[src/rtl/pwm_event_scheduler.sv]
// Event decimation and round-robin interrupt scheduler for the eight-carrier PWM block.
// Terminal events queue per-channel pending bits that are presented one at a time on irq/irq_ack.
module pwm_event_scheduler #(
    parameter int N_CH           = 8,
    parameter int EVTCOUNT_WIDTH = 4
) (
    input  logic                           clk,
    input  logic                           reset,
    input  logic                           pwm_onoff,
    input  logic                           int_onoff,
    input  logic [N_CH-1:0]                ch_enable,
    input  logic [N_CH-1:0]                evt_in,
    input  logic [N_CH*EVTCOUNT_WIDTH-1:0] event_count,
    output logic                           irq,
    output logic [$clog2(N_CH)-1:0]        irq_id,
    input  logic                           irq_ack,
    output logic [N_CH-1:0]                overrun,
    input  logic                           overrun_clr
);

    localparam int W    = EVTCOUNT_WIDTH;
    localparam int ID_W = $clog2(N_CH);

    localparam logic [0:0] IDLE = 1'b0;
    localparam logic [0:0] BUSY = 1'b1;

    logic [0:0]      state;
    logic [W-1:0]    evt_cnt [N_CH];
    logic [N_CH-1:0] pending;
    logic [N_CH-1:0] pending_next;
    logic [N_CH-1:0] overrun_next;
    logic [N_CH-1:0] active;
    logic [N_CH-1:0] term;
    logic [N_CH-1:0] granted;
    logic [N_CH-1:0] ack_clr;
    logic [ID_W-1:0] rr_ptr;
    logic [ID_W-1:0] grant_idx;
    logic            grant_found;
    logic [ID_W:0]   search_idx;

    assign irq = (state == BUSY);

    // A set from a terminal event always beats a clear (ack or overrun_clr) in the same cycle.
    always_comb begin
        active       = '0;
        term         = '0;
        granted      = '0;
        ack_clr      = '0;
        pending_next = '0;
        overrun_next = '0;
        for (int i = 0; i < N_CH; i++) begin
            active[i]  = pwm_onoff & ch_enable[i];
            granted[i] = (state == BUSY) && (irq_id == ID_W'(i));
            ack_clr[i] = granted[i] & irq_ack;
            term[i]    = evt_in[i] & active[i] & (evt_cnt[i] >= event_count[i*W +: W]);
            if (!active[i]) begin
                pending_next[i] = pending[i] & granted[i] & ~ack_clr[i];
            end else if (term[i]) begin
                pending_next[i] = 1'b1;
            end else begin
                pending_next[i] = pending[i] & ~ack_clr[i];
            end
            overrun_next[i] = (overrun[i] & ~overrun_clr) | (term[i] & pending[i] & ~ack_clr[i]);
        end
    end

    // First pending channel at or above rr_ptr, wrapping past the top channel.
    always_comb begin
        grant_found = 1'b0;
        grant_idx   = '0;
        search_idx  = '0;
        for (int j = 0; j < N_CH; j++) begin
            search_idx = {1'b0, rr_ptr} + (ID_W+1)'(j);
            if (search_idx >= (ID_W+1)'(N_CH)) begin
                search_idx = search_idx - (ID_W+1)'(N_CH);
            end
            if (!grant_found && pending[search_idx[ID_W-1:0]]) begin
                grant_found = 1'b1;
                grant_idx   = search_idx[ID_W-1:0];
            end
        end
    end

    always_ff @(posedge clk or negedge reset) begin
        if (!reset) begin
            for (int i = 0; i < N_CH; i++) begin
                evt_cnt[i] <= '0;
            end
        end else begin
            for (int i = 0; i < N_CH; i++) begin
                if (!active[i]) begin
                    evt_cnt[i] <= '0;
                end else if (evt_in[i]) begin
                    evt_cnt[i] <= term[i] ? '0 : evt_cnt[i] + W'(1);
                end
            end
        end
    end

    always_ff @(posedge clk or negedge reset) begin
        if (!reset) begin
            state   <= IDLE;
            irq_id  <= '0;
            rr_ptr  <= '0;
            pending <= '0;
            overrun <= '0;
        end else begin
            pending <= pending_next;
            overrun <= overrun_next;
            case (state)
                IDLE: begin
                    if (int_onoff && grant_found) begin
                        state  <= BUSY;
                        irq_id <= grant_idx;
                    end
                end
                default: begin
                    if (irq_ack) begin
                        state  <= IDLE;
                        rr_ptr <= (irq_id == ID_W'(N_CH-1)) ? '0 : irq_id + ID_W'(1);
                    end
                end
            endcase
        end
    end

endmodule

[config.mk]
export PLATFORM = sky130hd
export DESIGN_NAME = pwm_event_scheduler
export DESIGN_NICKNAME = d
export VERILOG_FILES = /design/src/rtl/pwm_event_scheduler.sv
export SDC_FILE = /design/constraint.sdc
export NUM_CORES = 1
export LEC_CHECK = 0
export ABC_CLOCK_PERIOD_IN_PS = 3820
export BUFFER_PORTS_ARGS = -buffer_cell sky130_fd_sc_hd__buf_2
export CORE_MARGIN = 2
export CORE_UTILIZATION = 50
export DETAILED_ROUTE_END_ITERATION = 10
export PLACE_DENSITY = 0.7
export SKIP_LAST_GASP = 1
export SYNTH_ARGS = -nofsm -noshare
export SYNTH_HDL_FRONTEND = slang
export SYNTH_SLANG_ARGS = --single-unit
[constraint.sdc]
create_clock -name clk -period 3.82 [get_ports clk]
set_input_delay 0 -clock clk [delete_from_list [all_inputs] [get_ports clk]]
set_output_delay 0 -clock clk [all_outputs]
set_load 0.005 [all_outputs]
# Yosys cells after proc, flatten, opt, wreduce, memory -nomap -nowiden
# Cells that the tools add are included.
dict set report totals {
  ff_bits 55
  inputBits 54
  out_inout_bits 12
  wordCells 284
}
dict set report op_classes {
  n_addsub 24
  n_lt_le_gt_ge 24
  n_eq_ne 15
  n_mux 84
  n_bitwise 98
  n_reduce_logical 26
}
# operator count
set op_table {}
lappend op_table {{$mux 4} 24}
lappend op_table {{$and 1x1->1} 80}
lappend op_table {{$mux 3} 17}
lappend op_table {{$mux 1} 35}
lappend op_table {{$add 4x1->4 const B} 8}
lappend op_table {{$ge 4x4->1} 8}
lappend op_table {{$lt 3x4->1 const B} 8}
lappend op_table {{$ge 4x4->1 const B} 7}
lappend op_table {{$bmux 1 s3} 8}
lappend op_table {{$sub 3x1->3 const B} 8}
lappend op_table {{$add 3x3->4 const B} 4}
lappend op_table {{$logic_and 1x1->1} 16}
lappend op_table {{$ne 2x2->1 const B} 8}
lappend op_table {{$eq 3x3->1 const B} 4}
lappend op_table {{$not 1->1} 10}
lappend op_table {{$add 3x2->4 const B} 2}
lappend op_table {{$or 1x1->1} 8}
lappend op_table {{$logic_not 1->1} 7}
lappend op_table {{$eq 3x2->1 const B} 2}
lappend op_table {{$add 3x1->4 const B} 1}
lappend op_table {{$ge 3x4->1 const B} 1}
lappend op_table {{$reduce_and 2->1} 2}
lappend op_table {{$add 3x1->3 const B} 1}
lappend op_table {{$eq 3x1->1 const B} 1}
lappend op_table {{$logic_not 3->1} 1}

# Logic depth before layout (Yosys ltp)
# Gate-level depths: netlist (run 1).
dict set report logic_depth {
  ltp_word 29
  ltp_mapped 11
  depth_no_buf 8
}

# Least setup slack after synthesis (run 1)
# Ideal clock, no wire load.
dict set report synth_timing {
  path_type {register to register}
  from {register rr_ptr[0]}
  to {register irq_id[1]}
  arrival_ps 2756
  required_time_ps 3698
  setup_slack_ps 943
  path_stages_with_launch 11
  cell_sequence {dfrtp_1 buf_6 buf_8 inv_1 ha_1 clkbuf_1 inv_1 mux4_1 nand3b_4 or4b_1 a32o_1}
}
dict set report synth_between {
  elab_chain_cells 28
}
# element line
set synth_rtl {}
lappend synth_rtl {{start: declaration} 36} ;# logic [ID_W-1:0] rr_ptr;
lappend synth_rtl {{start signal: assignment} 120} ;# rr_ptr <= (irq_id == ID_W'(N_CH-1)) ? '0 : irq_id + ID_W'(1);
lappend synth_rtl {{branches (longest 28 deep; another with $add 3x1->4)} -}
lappend synth_rtl {{end signal: assignment} 114} ;# irq_id <= grant_idx;
lappend synth_rtl {{end: declaration} 15} ;# output logic [$clog2(N_CH)-1:0] irq_id,
# Several ways; the timed one is not identified. The select of a mux whose other input is x is not followed.
# A chain may end at the register's enable or synchronous reset.

# Worst setup path after layout (run 1)
# Same ends and word-level chain as after synthesis.

==> impl_metrics.py, run 1 <==
metrics = {
    "final_layout": {
        "mostFrequentLayoutCell": "buf_2",
        "fin_nets": 631,
        "final_cell_mix": "65 x buf_2, 55 x dfrtp_1, 52 x nand2_1, 48 x ha_1, 45 x o21ai_0",
        "antennaDiodeCount": 0,
        "drive_gt1_share_pct": 17.6,
        "area_growth_pct": 12.4,
        "fin_util_pct": 58.4,
        "final_cell_area_um2": 4850,
    },
    "place": {
        "place_area_um2": 4730,
        "io_buffers": 65,
        "place_hpwl_um": 7360,
        "gp_congestion": 0.940,
    },
    "logic_synthesis": {
        "synth-edff-count": 0,
        "synthAdderAreaFrac_pct": 13.9,
        "ys_seq_area_share_pct": 31.9,
        "yosysWarnings": 0,
        "synth_cell_types": 50,
        "syn_area_um2": 4310,
        "ys.flop_type": "dfrtp_1",
        "syn_nets": 565,
        "synth_top_family_by_area": "compound AO/OA/AOI/OAI gates",
        "synth-seq-cells": 55,
        "yosys-mux-area-fraction_pct": 10.3,
        "synth_simple_gate_area_share_pct": 16.0,
        "avgSynthCellArea_um2": 9.31,
        "async_flop_share_pct": 100,
        "synth_compound_gate_area_share_pct": 20.4,
        "synth_xor_xnor_area_share_pct": 2.24,
        "synthCells": 463,
    },
    "critical_path": {
        "crit_type": "reg2reg",
        "worstPathRequired_ns": 4.02,
        "critical_path_arrival_ns": 3.09,
        "r2r_start": "rr_ptr[0]",
        "cp-start-kind": "register",
        "worstPathMaxFanout": 11,
        "worstSetupStartpoint": "rr_ptr[0]",
        "regToRegSetupSlack_ns": 0.94,
        "crit_path_end_kind": "register",
    },
    "power": {
        "power_density_nw_per_um2": 387,
        "p_leak_nw": 2.46,
        "max-vdd-ir-drop_mv": 0.171,
    },
    "drt": {
        "drtIter0Drc": 162,
        "antenna_left": 0,
        "routed_via_density": 5.85,
        "firstDrtPassIters": 5,
        "routed_wirelength_um": 9380,
        "drcViolationCount": 0,
        "num_vias": 3710,
        "routedWlPerCell_um": 14.8,
    },
    "clocking": {
        "clk_latency_ns": 0.30,
        "cts_setup_buffers": 0,
        "cts_root_buf": "clkbuf_8",
        "holdBufCountCts": 1,
        "clock_path_buffers": 2,
        "numCtsBuffers": 5,
        "clkTransAtPathRegs_ns": 0.09,
        "h-tree-depth": 2,
        "cts-resized-gates": 0,
        "clkSinkCount": 55,
        "tritoncts": "yes",
    },
    "timing": {
        "clock_skew_ns": 0.00752,
        "maxSlewHeadroom_pct": 52.9,
        "worstMarginPinSlew_ns": 0.707,
        "finalSetupViolations": 0,
        "tns_ns": 0,
        "finalMaxSlewViolations": 0,
        "fin_crit_ns": 2.88,
        "finalCritPeriodShare_pct": 75.4,
        "hold_viol": 0,
        "rsz0062_at_grt": "no",
        "max_freq_mhz": 347,
    },
    "grt": {
        "gr-usage-all-layers_pct": 21.2,
        "antenna_found_initial": 0,
        "grt_first_pass_wirelength_um": 16700,
        "grt_max_degree": 56,
        "grt_overflow": 0,
        "grt_pass1_vias": 3685,
    },
    "run_status": {
        "outcome": "completed",
    },
    "floorplan": {
        "die_area_um2": 9380,
        "fp.dieW_um": 96.9,
        "fp.dieH_um": 96.9,
        "ioPinCount": 66,
        "start_util_pct": 51.9,
        "core_area_um2": 8300,
        "rows": 33,
    },
    "min_path": {
        "hold_start": "evt_in[7]",
        "hold_path.class": "in2reg",
    },
    "flow_run": {
        "max-cap-violations": 0,
    },
}
-- stage by stage --
stage / worst slack [ns] / instances / hold slack [ns] / total power [W]
floorplan: 0.943 / 463 / -0.296 / 0.00131
global placement: 1.10 / 626 / 0.174 / 0.00149
detailed placement: 0.966 / 626 / 0.180 / 0.00151
CTS: 0.950 / 634 / 0.00611 / 0.00189
global route: 0.778 / 634 / 0.0267 / 0.00201
finish: 0.938 / 634 / 0.0121 / 0.00188
-- sequential cells by signal, summed over array words and instances, names as in the netlist --
signal	cells
evt_cnt	32
overrun	8
pending	8
irq_id	3
rr_ptr	3
irq	1
-- area by class of cell --
cell class                 instances  area [um2]
sequential                        55        1380
multi-input combinational        355        2710
clock inverter                     1        30.0
timing repair buffer              70         365
clock buffer                       6        72.6
inverter                          42         158
tap                              105         131
fill                             764        3450
-- per-layer routing --
layer	wire length, um	share of wire, %	up-vias	track usage, %
met4	165	1.8	0	6.39
met2	4460	48	123	35.4
met5	0	0	-	0
met1	4230	45	1752	28.4
li1	-	-	1822	-
met3	520	5.5	13	3.40
-- cells in the mapped netlist, drive strengths merged (2+ instances only) --
cell	n	area [um2]
o31ai	2	15.0
a32o	9	90.1
inv	41	154
xor2	9	78.8
a211o	2	17.5
mux4	8	195
and3	9	56.3
a22oi	3	22.5
o21ai	45	225
nor2	15	56.3
xnor2	2	17.5
buf	5	41.3
dfrtp	55	1380
nand3	22	110
nor2b	3	18.8
a2111oi	7	61.3
mux2	11	128
o2bb2ai	8	70.1
o2111ai	2	17.5
a21o	19	143
a32oi	5	43.8
nor3	2	10.0
a21boi	5	37.5
a21oi	13	65.1
ha	48	601
nand2	52	195
clkbuf	6	22.5
nor3b	4	30.0
nand2b	26	170
mux2i	11	123
-- logic make-up after synthesis --
| logic type | after synthesis |
|---|---|
| DFF | 55 |
| and+or+nand+nor | 137 |
| muxes | 30 |
| xor gates and xnor gates | 11 |
| AOI/OAI and AO/OA | 129 |
| adders and majority gates | 48 |
| buffers and inverters | 53 |
-- worst paths after layout --
kind                            cells past startpoint    endpoint
worst min-delay path                                3  evt_cnt[1]
worst min register to register                      1  overrun[6]
worst max register to register                      7   irq_id[1]
max in group asynchronous                           3  pending[3]
worst max-delay path                                7   irq_id[1]
min in group asynchronous                           3  evt_cnt[2]
-- power by group --
part	internal (W)	leakage, nW	total [W]	switching [W]
Clock	0.000193	0.0513	0.000375	0.000183
Combinational	0.000362	1.66	0.000787	0.000425
Sequential	0.000622	0.753	0.000715	0.0000929
-- worst max-delay path, cell delays in order, from the launching register on --
cell and delay (ns):
dfrtp_1 0.46, inv_1 0.09, ha_1 0.59, inv_1 0.20, mux4_1 0.50, nand3b_4 0.14, or4b_1 0.53, a32o_1 0.26
No activity file was read; power rests on OpenSTA's default activity.
==> run 2: changes to the inputs <==
--- a/config.mk
+++ b/config.mk
@@ -5,7 +5,7 @@
 export SDC_FILE = /design/constraint.sdc
 export NUM_CORES = 1
 export LEC_CHECK = 0
-export ABC_CLOCK_PERIOD_IN_PS = 3820
+export ABC_CLOCK_PERIOD_IN_PS = 2800
 export BUFFER_PORTS_ARGS = -buffer_cell sky130_fd_sc_hd__buf_2
 export CORE_MARGIN = 2
 export CORE_UTILIZATION = 50
==> constraint.sdc (replaced) <==
create_clock -name clk -period 2.8 [get_ports clk]
set_input_delay 0 -clock clk [delete_from_list [all_inputs] [get_ports clk]]
set_output_delay 0 -clock clk [all_outputs]
set_load 0.005 [all_outputs]
==> run 2 against run 1 <==
Sequential share of layout area fell by 0.36 points; flip-flop and latch count is the same; worst hold slack worse by 0.014 ns; utilization up 0.75 points; the run now ends with hold timing left; via count grew 0.92%.
==> impl_metrics.py, run 2 (synthesis gave the netlist of run 1 again) <==
metrics = {
    "grt": {
        "gr-usage-all-layers_pct": 21.9,
        "grt_overflow": 0,
        "grt_pass1_vias": 3718,
        "antenna_found_initial": 0,
        "grt_max_degree": 46,
        "grt_first_pass_wirelength_um": 17300,
    },
    "drt": {
        "antenna_left": 0,
        "num_vias": 3744,
        "routed_wirelength_um": 10100,
        "drcViolationCount": 0,
        "drtIter0Drc": 190,
        "routed_via_density": 5.84,
        "routedWlPerCell_um": 15.8,
        "firstDrtPassIters": 4,
    },
    "flow_run": {
        "max-cap-violations": 0,
    },
    "place": {
        "io_buffers": 65,
        "dp.cells": 631,
        "gp_congestion": 0.938,
        "place_hpwl_um": 7840,
    },
    "critical_path": {
        "critical_path_arrival_ns": 2.90,
        "cp-start-kind": "register",
        "crit_path_end_kind": "register",
        "cp_slowest_cell": "or4b_1",
        "worstPathMaxFanout": 17,
        "max_stage_delay_ns": 0.51,
        "worstPathRequired_ns": 3.00,
        "cp_cell_sequence": "buf_4, ha_1, xor2_1, mux2i_2, nand2b_4, or4b_1, a32o_1",
        "crit_type": "reg2reg",
    },
    "final_layout": {
        "drive_gt1_share_pct": 19.4,
        "fillers": 745,
        "fin_util_pct": 59.1,
        "largest-register": "evt_cnt",
        "antennaDiodeCount": 0,
        "fin_nets": 637,
        "layout.cells.non_filler": 641,
        "mostFrequentLayoutCell": "buf_2",
        "top_regs": "evt_cnt x32, overrun x8, pending x8",
        "area_growth_pct": 13.9,
        "largest_reg_flops": 32,
        "final_cell_mix": "65 x buf_2, 55 x dfrtp_1, 52 x nand2_1, 48 x ha_1, 45 x o21ai_0",
    },
    "power": {
        "switching_share_pct": 39.6,
        "p_int_w": 0.00159,
        "p_leak_nw": 2.48,
        "combPwrFrac_pct": 43.5,
        "pwr-share-clk_pct": 19.4,
        "p_sw_w": 0.00104,
        "power_density_nw_per_um2": 537,
        "seq_power_share_pct": 37.0,
        "max-vdd-ir-drop_mv": 0.252,
    },
    "floorplan": {
        "start_util_pct": 51.9,
        "ioPinCount": 66,
        "core_area_um2": 8300,
        "fp.dieW_um": 96.9,
        "fp.dieH_um": 96.9,
        "rows": 33,
        "die_area_um2": 9380,
    },
    "clocking": {
        "clkSinkCount": 55,
        "clkTransAtPathRegs_ns": 0.12,
        "clock_path_buffers": 2,
        "h-tree-depth": 2,
        "cts_root_buf": "clkbuf_8",
        "numCtsBuffers": 5,
        "clk_latency_ns": 0.32,
        "tritoncts": "yes",
    },
    "timing": {
        "whs_ns": -0.00213,
        "maxSlewHeadroom_pct": 59.7,
        "tns_ns": 0,
        "fin_crit_ns": 2.70,
        "finalCritPeriodShare_pct": 96.3,
        "worstMarginPinSlew_ns": 0.604,
        "finalMaxSlewViolations": 0,
        "rsz0062_at_grt": "no",
        "max_freq_mhz": 371,
        "clock_skew_ns": 0.0142,
        "finalSetupViolations": 0,
        "hold_viol": 1,
    },
    "run_status": {
        "violations": "hold timing",
        "outcome": "complete, but fails checks",
    },
    "min_path": {
        "hold_path.class": "in2reg",
    },
}
-- run 2: cell count changes in the layout (fill, tap and decap cells not counted), sizes merged --
cell / delta
inv: +1
bufinv: -1
buf: +5
dlygate4sd3: +1
clkinv: +1
-- run 2: critical path: cells and delay by family, from the launching register on --
family / cells / cell delay [ns]
xor gates and xnor gates: 1 / 0.38
AOI/OAI and AO/OA: 1 / 0.27
adders and majority gates: 1 / 0.34
DFF: 1 / 0.37
buffers and inverters: 1 / 0.28
and+or+nand+nor: 2 / 0.60
muxes: 1 / 0.35
-- run 2: timing repair --
action                                  4_1_cts  5_1_grt
hold endpoints to repair                     11        0
hold buffers                                  2        0
endpoints found under the setup margin        0        2
setup buffers                                 0        0
resized for setup                             0        4
-- run 2: final cells by class --
| type | instances | area (um2) | share of cell area [%] |
|---|---|---|---|
| clock buffers | 6 | 82.6 | 1.68 |
| clock inverters | 2 | 20.0 | 0.408 |
| inverters | 42 | 158 | 3.21 |
| multi-input cells | 355 | 2730 | 55.6 |
| flip-flops and latches | 55 | 1380 | 28.0 |
| well taps | 105 | 131 | 2.68 |
| repair buffers | 76 | 413 | 8.41 |
-- run 2: power groups by stage --
stage / logic (W) / registers (W) / clock network [W]
2_1_floorplan: 0.000871 / 0.000916 / 0
3_3_place_gp: 0.00110 / 0.000982 / 0
3_5_place_dp: 0.00112 / 0.000987 / 0
4_1_cts: 0.00113 / 0.000971 / 0.000518
5_1_grt: 0.00126 / 0.000988 / 0.000548
6_report: 0.00115 / 0.000977 / 0.000512
-- run 2: worst paths after layout --
path	from	end	slack [ns]	cells past startpoint
setup / recovery	rr_ptr[0]	irq_id[1]	0.10	7
hold / removal	ch_enable[6]	pending[6]	-0.002	3
setup reg to reg	rr_ptr[0]	irq_id[1]	0.10	7
hold reg to reg	overrun[0]	overrun[0]	0.51	1
max in group asynchronous	reset	evt_cnt[19]	1.86	3
min in group asynchronous	reset	evt_cnt[2]	0.07	2
-- run 2: through the flow --
stage / hold slack, ns / power, W / setup WS (ns) / instance area [um2]
2_1_floorplan: -0.296 / 0.00179 / 0.0925 / 4310
3_3_place_gp: -0.113 / 0.00209 / 0.236 / 4770
3_5_place_dp: -0.103 / 0.00211 / 0.143 / 4770
4_1_cts: 0.00437 / 0.00262 / 0.0940 / 4890
5_1_grt: 0.0312 / 0.00280 / 0.00309 / 4910
6_report: -0.00213 / 0.00264 / 0.103 / 4910
-- run 2: metal layers --
layer  vias to the layer above  track usage [%]  wire [um]
li1                       1837                -          -
met1                      1774             29.6       4530
met2                       117             37.3       4870
met3                        16             3.83        573
met4                         0             4.33        125
met5                         -                0          0
